===== src/rtl/reset_ctrl_pkg.sv =====
// Shared types for the system reset controller: FSM states and reset-cause codes.
package reset_ctrl_pkg;

  typedef enum logic [2:0] {
    ST_WAIT_LOCK = 3'd0,
    ST_HOLD      = 3'd1,
    ST_REL_DDR   = 3'd2,
    ST_REL_BUS   = 3'd3,
    ST_RUN       = 3'd4,
    ST_SW_HOLD   = 3'd5
  } rst_state_t;

  localparam logic [1:0] RST_CAUSE_POR  = 2'd0;
  localparam logic [1:0] RST_CAUSE_LOCK = 2'd1;
  localparam logic [1:0] RST_CAUSE_SW   = 2'd2;

endpackage


===== src/rtl/sys_reset_ctrl_cdc_sync2.sv =====
// Two-flop synchroniser bringing an asynchronous level into the i_clk domain.
module cdc_sync2 (
  input  logic i_clk,
  input  logic i_reset,
  input  logic i_d,
  output logic o_q
);

  logic meta_q;
  logic sync_q;

  always_ff @(posedge i_clk or posedge i_reset) begin
    if (i_reset) begin
      meta_q <= 1'b0;
      sync_q <= 1'b0;
    end else begin
      meta_q <= i_d;
      sync_q <= meta_q;
    end
  end

  assign o_q = sync_q;

endmodule


===== src/rtl/sys_reset_ctrl.sv =====
// Staged DDR -> bus -> CPU reset release after PLL lock qualification, with
// software reset of CPU+bus, lock-loss recovery and reset-cause recording.
module sys_reset_ctrl
  import reset_ctrl_pkg::*;
#(
  parameter int unsigned LOCK_FILTER = 16,
  parameter int unsigned HOLD_CYCLES = 64,
  parameter int unsigned STAGE_GAP   = 8,
  parameter int unsigned CNT_W       = 8
) (
  input  logic       i_clk,
  input  logic       i_reset,
  input  logic       i_pll_locked,
  input  logic       i_sw_rst_req,
  output logic       o_ddr_rst,
  output logic       o_bus_rst,
  output logic       o_cpu_rst,
  output logic       o_ready,
  output logic [1:0] o_rst_cause,
  output logic [7:0] o_lock_lost_cnt
);

  localparam logic [CNT_W-1:0] LF_LAST = CNT_W'(LOCK_FILTER - 1);
  localparam logic [CNT_W-1:0] HC_LAST = CNT_W'(HOLD_CYCLES - 1);
  localparam logic [CNT_W-1:0] SG_LAST = CNT_W'(STAGE_GAP - 1);

  logic lk;

  cdc_sync2 u_lock_sync (
    .i_clk   (i_clk),
    .i_reset (i_reset),
    .i_d     (i_pll_locked),
    .o_q     (lk)
  );

  rst_state_t       state_q, state_d;
  logic [CNT_W-1:0] cnt_q, cnt_d;
  logic             ddr_q, ddr_d;
  logic             bus_q, bus_d;
  logic             cpu_q, cpu_d;
  logic             ready_q, ready_d;
  logic [1:0]       cause_q, cause_d;
  logic [7:0]       lost_q, lost_d;

  always_comb begin
    state_d = state_q;
    cnt_d   = cnt_q + CNT_W'(1);
    ddr_d   = ddr_q;
    bus_d   = bus_q;
    cpu_d   = cpu_q;
    ready_d = ready_q;
    cause_d = cause_q;
    lost_d  = lost_q;

    // Lock loss overrides everything, including a same-cycle software request.
    if (state_q != ST_WAIT_LOCK && !lk) begin
      state_d = ST_WAIT_LOCK;
      cnt_d   = '0;
      ddr_d   = 1'b1;
      bus_d   = 1'b1;
      cpu_d   = 1'b1;
      ready_d = 1'b0;
      cause_d = RST_CAUSE_LOCK;
      lost_d  = (lost_q == 8'hFF) ? lost_q : lost_q + 8'd1;
    end else begin
      case (state_q)
        ST_WAIT_LOCK: begin
          if (!lk) begin
            cnt_d = '0;
          end else if (cnt_q == LF_LAST) begin
            state_d = ST_HOLD;
            cnt_d   = '0;
          end
        end
        ST_HOLD: begin
          if (cnt_q == HC_LAST) begin
            state_d = ST_REL_DDR;
            cnt_d   = '0;
            ddr_d   = 1'b0;
          end
        end
        ST_REL_DDR: begin
          if (cnt_q == SG_LAST) begin
            state_d = ST_REL_BUS;
            cnt_d   = '0;
            bus_d   = 1'b0;
          end
        end
        ST_REL_BUS: begin
          if (cnt_q == SG_LAST) begin
            state_d = ST_RUN;
            cnt_d   = '0;
            cpu_d   = 1'b0;
            ready_d = 1'b1;
          end
        end
        ST_RUN: begin
          cnt_d = cnt_q;
          if (i_sw_rst_req) begin
            state_d = ST_SW_HOLD;
            cnt_d   = '0;
            bus_d   = 1'b1;
            cpu_d   = 1'b1;
            ready_d = 1'b0;
            cause_d = RST_CAUSE_SW;
          end
        end
        ST_SW_HOLD: begin
          if (cnt_q == HC_LAST) begin
            state_d = ST_REL_BUS;
            cnt_d   = '0;
            bus_d   = 1'b0;
          end
        end
        default: begin
          state_d = ST_WAIT_LOCK;
          cnt_d   = '0;
          ddr_d   = 1'b1;
          bus_d   = 1'b1;
          cpu_d   = 1'b1;
          ready_d = 1'b0;
        end
      endcase
    end
  end

  always_ff @(posedge i_clk or posedge i_reset) begin
    if (i_reset) begin
      state_q <= ST_WAIT_LOCK;
      cnt_q   <= '0;
      ddr_q   <= 1'b1;
      bus_q   <= 1'b1;
      cpu_q   <= 1'b1;
      ready_q <= 1'b0;
      cause_q <= RST_CAUSE_POR;
      lost_q  <= '0;
    end else begin
      state_q <= state_d;
      cnt_q   <= cnt_d;
      ddr_q   <= ddr_d;
      bus_q   <= bus_d;
      cpu_q   <= cpu_d;
      ready_q <= ready_d;
      cause_q <= cause_d;
      lost_q  <= lost_d;
    end
  end

  assign o_ddr_rst       = ddr_q;
  assign o_bus_rst       = bus_q;
  assign o_cpu_rst       = cpu_q;
  assign o_ready         = ready_q;
  assign o_rst_cause     = cause_q;
  assign o_lock_lost_cnt = lost_q;

endmodule


===== config.mk =====
export PLATFORM = sky130hd
export DESIGN_NAME = sys_reset_ctrl
export DESIGN_NICKNAME = d
export VERILOG_FILES = /design/src/rtl/reset_ctrl_pkg.sv /design/src/rtl/sys_reset_ctrl_cdc_sync2.sv /design/src/rtl/sys_reset_ctrl.sv
export SDC_FILE = /design/constraint.sdc
export NUM_CORES = 1
export LEC_CHECK = 0
export BUFFER_PORTS_ARGS = -buffer_cell sky130_fd_sc_hd__buf_2
export CELL_PAD_IN_SITES_DETAIL_PLACEMENT = 0
export CELL_PAD_IN_SITES_GLOBAL_PLACEMENT = 1
export CORE_MARGIN = 1
export CORE_UTILIZATION = 43
export DETAILED_ROUTE_END_ITERATION = 16
export GPL_ROUTABILITY_DRIVEN = 0
export MAX_ROUTING_LAYER = met4
export PLACE_DENSITY_LB_ADDON = 0.08
export SLEW_MARGIN = 10
export SYNTH_ARGS = -nofsm -noshare
export SYNTH_HDL_FRONTEND = slang
export SYNTH_SLANG_ARGS = --single-unit

===== constraint.sdc =====
create_clock -name i_clk -period 4.4 [get_ports i_clk]
set_input_delay 0.66 -clock i_clk [delete_from_list [all_inputs] [get_ports i_clk]]
set_output_delay 0.66 -clock i_clk [all_outputs]
set_load 0.005 [all_outputs]

# [Word-level counts from Yosys, hierarchy flattened]
# Index checks and enable logic that the tools add are counted.
[word_totals] wordCells=81 out_inout_bits=14 ff_bits=27 input_bits=4
[op_classes] bitwise=1 n_reduce_logical=17 eq_ne=19 n_mux=32 addsub=2
[op_table] cell="8-bit two-way mux" count=6
[op_table] cell="8-bit case mux with 4 select lines" count=1
[op_table] cell="3-bit two-way mux" count=8
[op_table] cell="3-bit inequality test, second input constant" count=6
[op_table] cell="3-bit case mux with 6 select lines" count=1
[op_table] cell="8-bit by 1-bit adder with 8-bit output, second input constant" count=2
[op_table] cell="1-bit two-way mux" count=9
[op_table] cell="8-bit by 3-bit == test with 1-bit output, second input constant" count=1
[op_table] cell="8-bit by 4-bit == test with 1-bit output, second input constant" count=1
[op_table] cell="8-bit by 6-bit == test with 1-bit output, second input constant" count=1
[op_table] cell="8-bit == test, second input constant" count=1
[op_table] cell="7-bit AND reduction" count=1
[op_table] cell="3-bit by 2-bit == test with 1-bit output, second input constant" count=2
[op_table] cell="3-bit == test, second input constant" count=2
[op_table] cell="2-bit two-way mux" count=3
[op_table] cell="2-bit by 1-bit inequality test with 1-bit output, second input constant" count=3
[op_table] cell="1-bit case mux with 3 select lines" count=2
[op_table] cell="2-bit AND reduction" count=3
[op_table] cell="5-bit OR reduction" count=1
[op_table] cell="1-bit case mux with 4 select lines" count=1
[op_table] cell="4-bit AND reduction" count=1
[op_table] cell="2-bit nonzero test" count=2
[op_table] cell="2-bit OR reduction" count=2
[op_table] cell="4-bit OR reduction" count=1
[op_table] cell="10 further kinds" count=10

# [Logic depth before layout (Yosys ltp)]
[logic_depth] depth_word=5 depth_mapped=6 mapped_depth_nobuf=6

# [Cells and area by module]
# From an unflattened synthesis, not the netlist that was laid out.
[hier_totals] hier_cells=161 area_unflattened_um2=1490.2
[modules_own_cells] module="sys_reset_ctrl" cells_per_inst=158 instances=1 seq_area_each_um2=629.4 area_each_um2=1436.4
[modules_own_cells] module="cdc_sync2" cells_per_inst=3 instances=1 seq_area_each_um2=50.0 area_each_um2=53.8

# [Worst setup path after synthesis]
# No wires, ideal clock.
[synth_timing] path_type="flip-flop to flip-flop" startpoint="register lost_q[0] (netlist: o_lock_lost_cnt[0])" endpoint="register lost_q[5] (netlist: o_lock_lost_cnt[5])" slack_ps=2443 required_ps=4321 stages_incl_launch_ff=7 arrival_ps=1878 n_path_buf=0 setup_ps=79 synth_period_minus_slack_ps=1957 path_cell_list="dfrtp_1 > ha_1 > and2_1 > a311oi_1 > nand3_1 > nor2_1 > xor2_1"
[synth_between] elab_chain_len=3 elab_cells_between_ends=4 cone_classes="add/sub (1); eq/ne (1); bitwise (1); reduce/logical (1)"
[synth_rtl] element="start: declaration" line="sys_reset_ctrl.sv:43" source="logic [7:0] lost_q, lost_d;"
[synth_rtl] element="start signal: assignment" line="sys_reset_ctrl.sv:145" source="lost_q <= lost_d;"
[synth_rtl] element="parallel branches: the longest is 3 deep, another holds 8-bit by 1-bit adder with 8-bit output"
# Parallel ways; which one is timed is not known.
# A chain may end at the register's enable or synchronous reset.

# [Final worst setup path]
# Same ends and word-level chain as after synthesis.

==> metrics.txt <==
status finished clean; CTS H-tree lvls 1; vias in the first global route 1058; Initial Util 46.16%; Post-CTS Setup Bufs 0; #FFs+latches synth 27; post-route ant nets 0; share of layout cells above drive strength 1 18.50%; CP required 4650 ps; setup tns final 0 ps; via count 1213; worst hold stages 0; Unique masters post-synth 46; Final Hold Fails 0; top-level I/O count 18; Seq/Total Area, Yosys 47.05%; final cell count without fillers 217; GRT Total Usage 18.94%; EDFF count, synth 0; CTS tree built; Remaining DRCs 0; Final Core Density 51.08%; nature of the critical path startpoint register; wire per inst 13.57 µm; Synth Warn # 0; drt first pass iters 4; Clock Sinks 27; Worst VDD drop 0.2279 mV; die span in y 59.95 µm; total CTS buffers 3; post-cts sizing count 0; Vias per Instance 5.590; DRT Wirelength 2944 µm; clk slew on worst S/H paths 150 ps; Max Fclk 438.8 MHz; Setup Viol. Count Final 0; Slew Viols, Final 0; cell row count 20; critical path's largest stage delay 790 ps; Core ar. 3128 µm²; Pwr Density 388.5 nW/µm²; Placed Cells 213; ANT cells 0; final net count 180; Avg Cell Area, Syn 9.256 µm²; antenna violations before repair 0; die area 3593 µm²; Area Growth Syn to Fin 10.66%; largest net degree at the start of global routing 28; worst hold-check path type register to register; worst setup path class register to register; Die Width 59.95 µm; Data arrival, critical path 2530 ps; Slew HR 31.14%; syn_nets 162; dpl hpwl 2093 µm; Syn Inst Count 156; most used flip-flop cell after synthesis dfrtp_1; worst-margin pin slew 1032 ps; crit path max-delay cell type a311oi_1; Static Leak 0.7182 nW; max-cap violations 0; Overflow after GRT 0; synthesized cell area 1444 µm²; ys async rst share 100.0%; Initial DRC Count 51; CP Max Fanout 7; clock buffer depth 2; final critical-path required period 2279 ps; Post-CTS Hold Buffers 0; CP Cell Sequence ha_1 -> and2_1 -> a311oi_1 -> nand3_1 -> nor2_1 -> xor2_1; RSZ-0062 raised after global routing no; Worst Skew 10.78 ps; worst skew pair latency 330 ps; Worst Reg-to-Reg Cells 6; fin crit share 51.79%; port buffer count 17; clock root buffer clkbuf_4; first-pass GRT wire length 4974 µm; CP Capture Type register
stage by stage:
| step | setup slack, ps | area, µm² | hold WS [ps] | total power, mW |
|---|---|---|---|---|
| after floorplan | 2443 | 1444 | 331.2 | 0.4558 |
| after global placement | 2176 | 1570 | 333.7 | 0.5076 |
| after detailed placement | 2144 | 1570 | 337.0 | 0.5175 |
| after CTS | 2115 | 1598 | 370.9 | 0.6279 |
| after global routing | 1830 | 1598 | 393.1 | 0.6725 |
| final | 2121 | 1598 | 366.7 | 0.6207 |
critical path, delay by kind of cell, from the launching register on:
family          cells  cell delay, ps
compound gates      1             790
fa+ha+maj           1             280
simple gates        3             520
flops               1             460
xor+xnor            1             160
layout make-up:
class | instances | area [µm²]
clock buffers | 3 | 22.52
clock inverters | 1 | 5.005
repair buffers | 18 | 92.59
inverters | 8 | 30.03
multi-input cells | 116 | 713.2
well taps | 44 | 55.05
fillers | 302 | 1530
flip-flops and latches | 27 | 679.4
report_power, final:
| group | total (mW) | internal, mW | switching (mW) |
|---|---|---|---|
| clock | 0.110 | 0.0340 | 0.0758 |
| sequential | 0.345 | 0.284 | 0.0605 |
| combinational | 0.166 | 0.0730 | 0.0930 |
| total | 0.621 | 0.391 | 0.229 |
state kept, by name, indices dropped and copies added, names as in the netlist:
signal	count
o_ddr_rst	1
o_rst_cause	2
u_lock_sync.meta_q	1
u_lock_sync.o_q	1
o_bus_rst	1
state_q	3
o_lock_lost_cnt	8
o_ready	1
cnt_q	8
o_cpu_rst	1
cell usage after synthesis, types with 4 or more instances:
cell / instances / area (µm²)
dfrtp_1: 24 / 600.6
a21o_1: 4 / 30.03
o21ai_0: 6 / 30.03
xnor2_1: 6 / 52.55
inv_1: 8 / 30.03
a21oi_1: 9 / 45.04
nor3_1: 6 / 30.03
nand3_1: 6 / 30.03
nand2_1: 22 / 82.58
nor2_1: 13 / 48.80
kinds of logic after synthesis:
logic type / count (synthesis) / share of synthesized area, %
mux: 1 / 0.7798
fa+ha+maj: 2 / 1.733
buf+inv: 13 / 3.553
flops: 27 / 47.05
xor+xnor: 9 / 5.460
compound gates: 38 / 18.37
simple gates: 66 / 23.05
cell usage in the layout, fill, tap and decap left out, drive strengths merged, types with 3 or more instances in the layout:
cell    instances
nand2          22
dfstp           3
nor3            6
nand4           3
xnor2           6
buf            18
dfrtp          24
xor2            3
nor2           13
a21o            4
clkbuf          3
nand3           6
o211ai          3
a21oi           9
o21ai           6
inv             8
per-layer routing:
| layer | vias up | part of all wire, % | global-route usage [%] | wire length, µm |
|---|---|---|---|---|
| li1 | 603 | - | - | - |
| met1 | 584 | 48 | 25.85 | 1410 |
| met2 | 24 | 48 | 30.00 | 1422 |
| met3 | 2 | 3.2 | 1.948 | 94 |
| met4 | 0 | 0.51 | 4.983 | 15 |
| met5 | - | 0 | - | 0 |
path summary, 6_finish.rpt:
check | from | to | slack [ps]
worst max-delay path | o_lock_lost_cnt[0] | o_lock_lost_cnt[5] | 2120
worst min-delay path | u_lock_sync.meta_q | u_lock_sync.o_q | 370
worst max register to register | o_lock_lost_cnt[0] | o_lock_lost_cnt[5] | 2120
worst min register to register | u_lock_sync.meta_q | u_lock_sync.o_q | 370
max in group asynchronous | i_reset | o_rst_cause[0] | 3220
min in group asynchronous | i_reset | state_q[2] | 550
No activity file was read; power rests on OpenSTA's default activity.
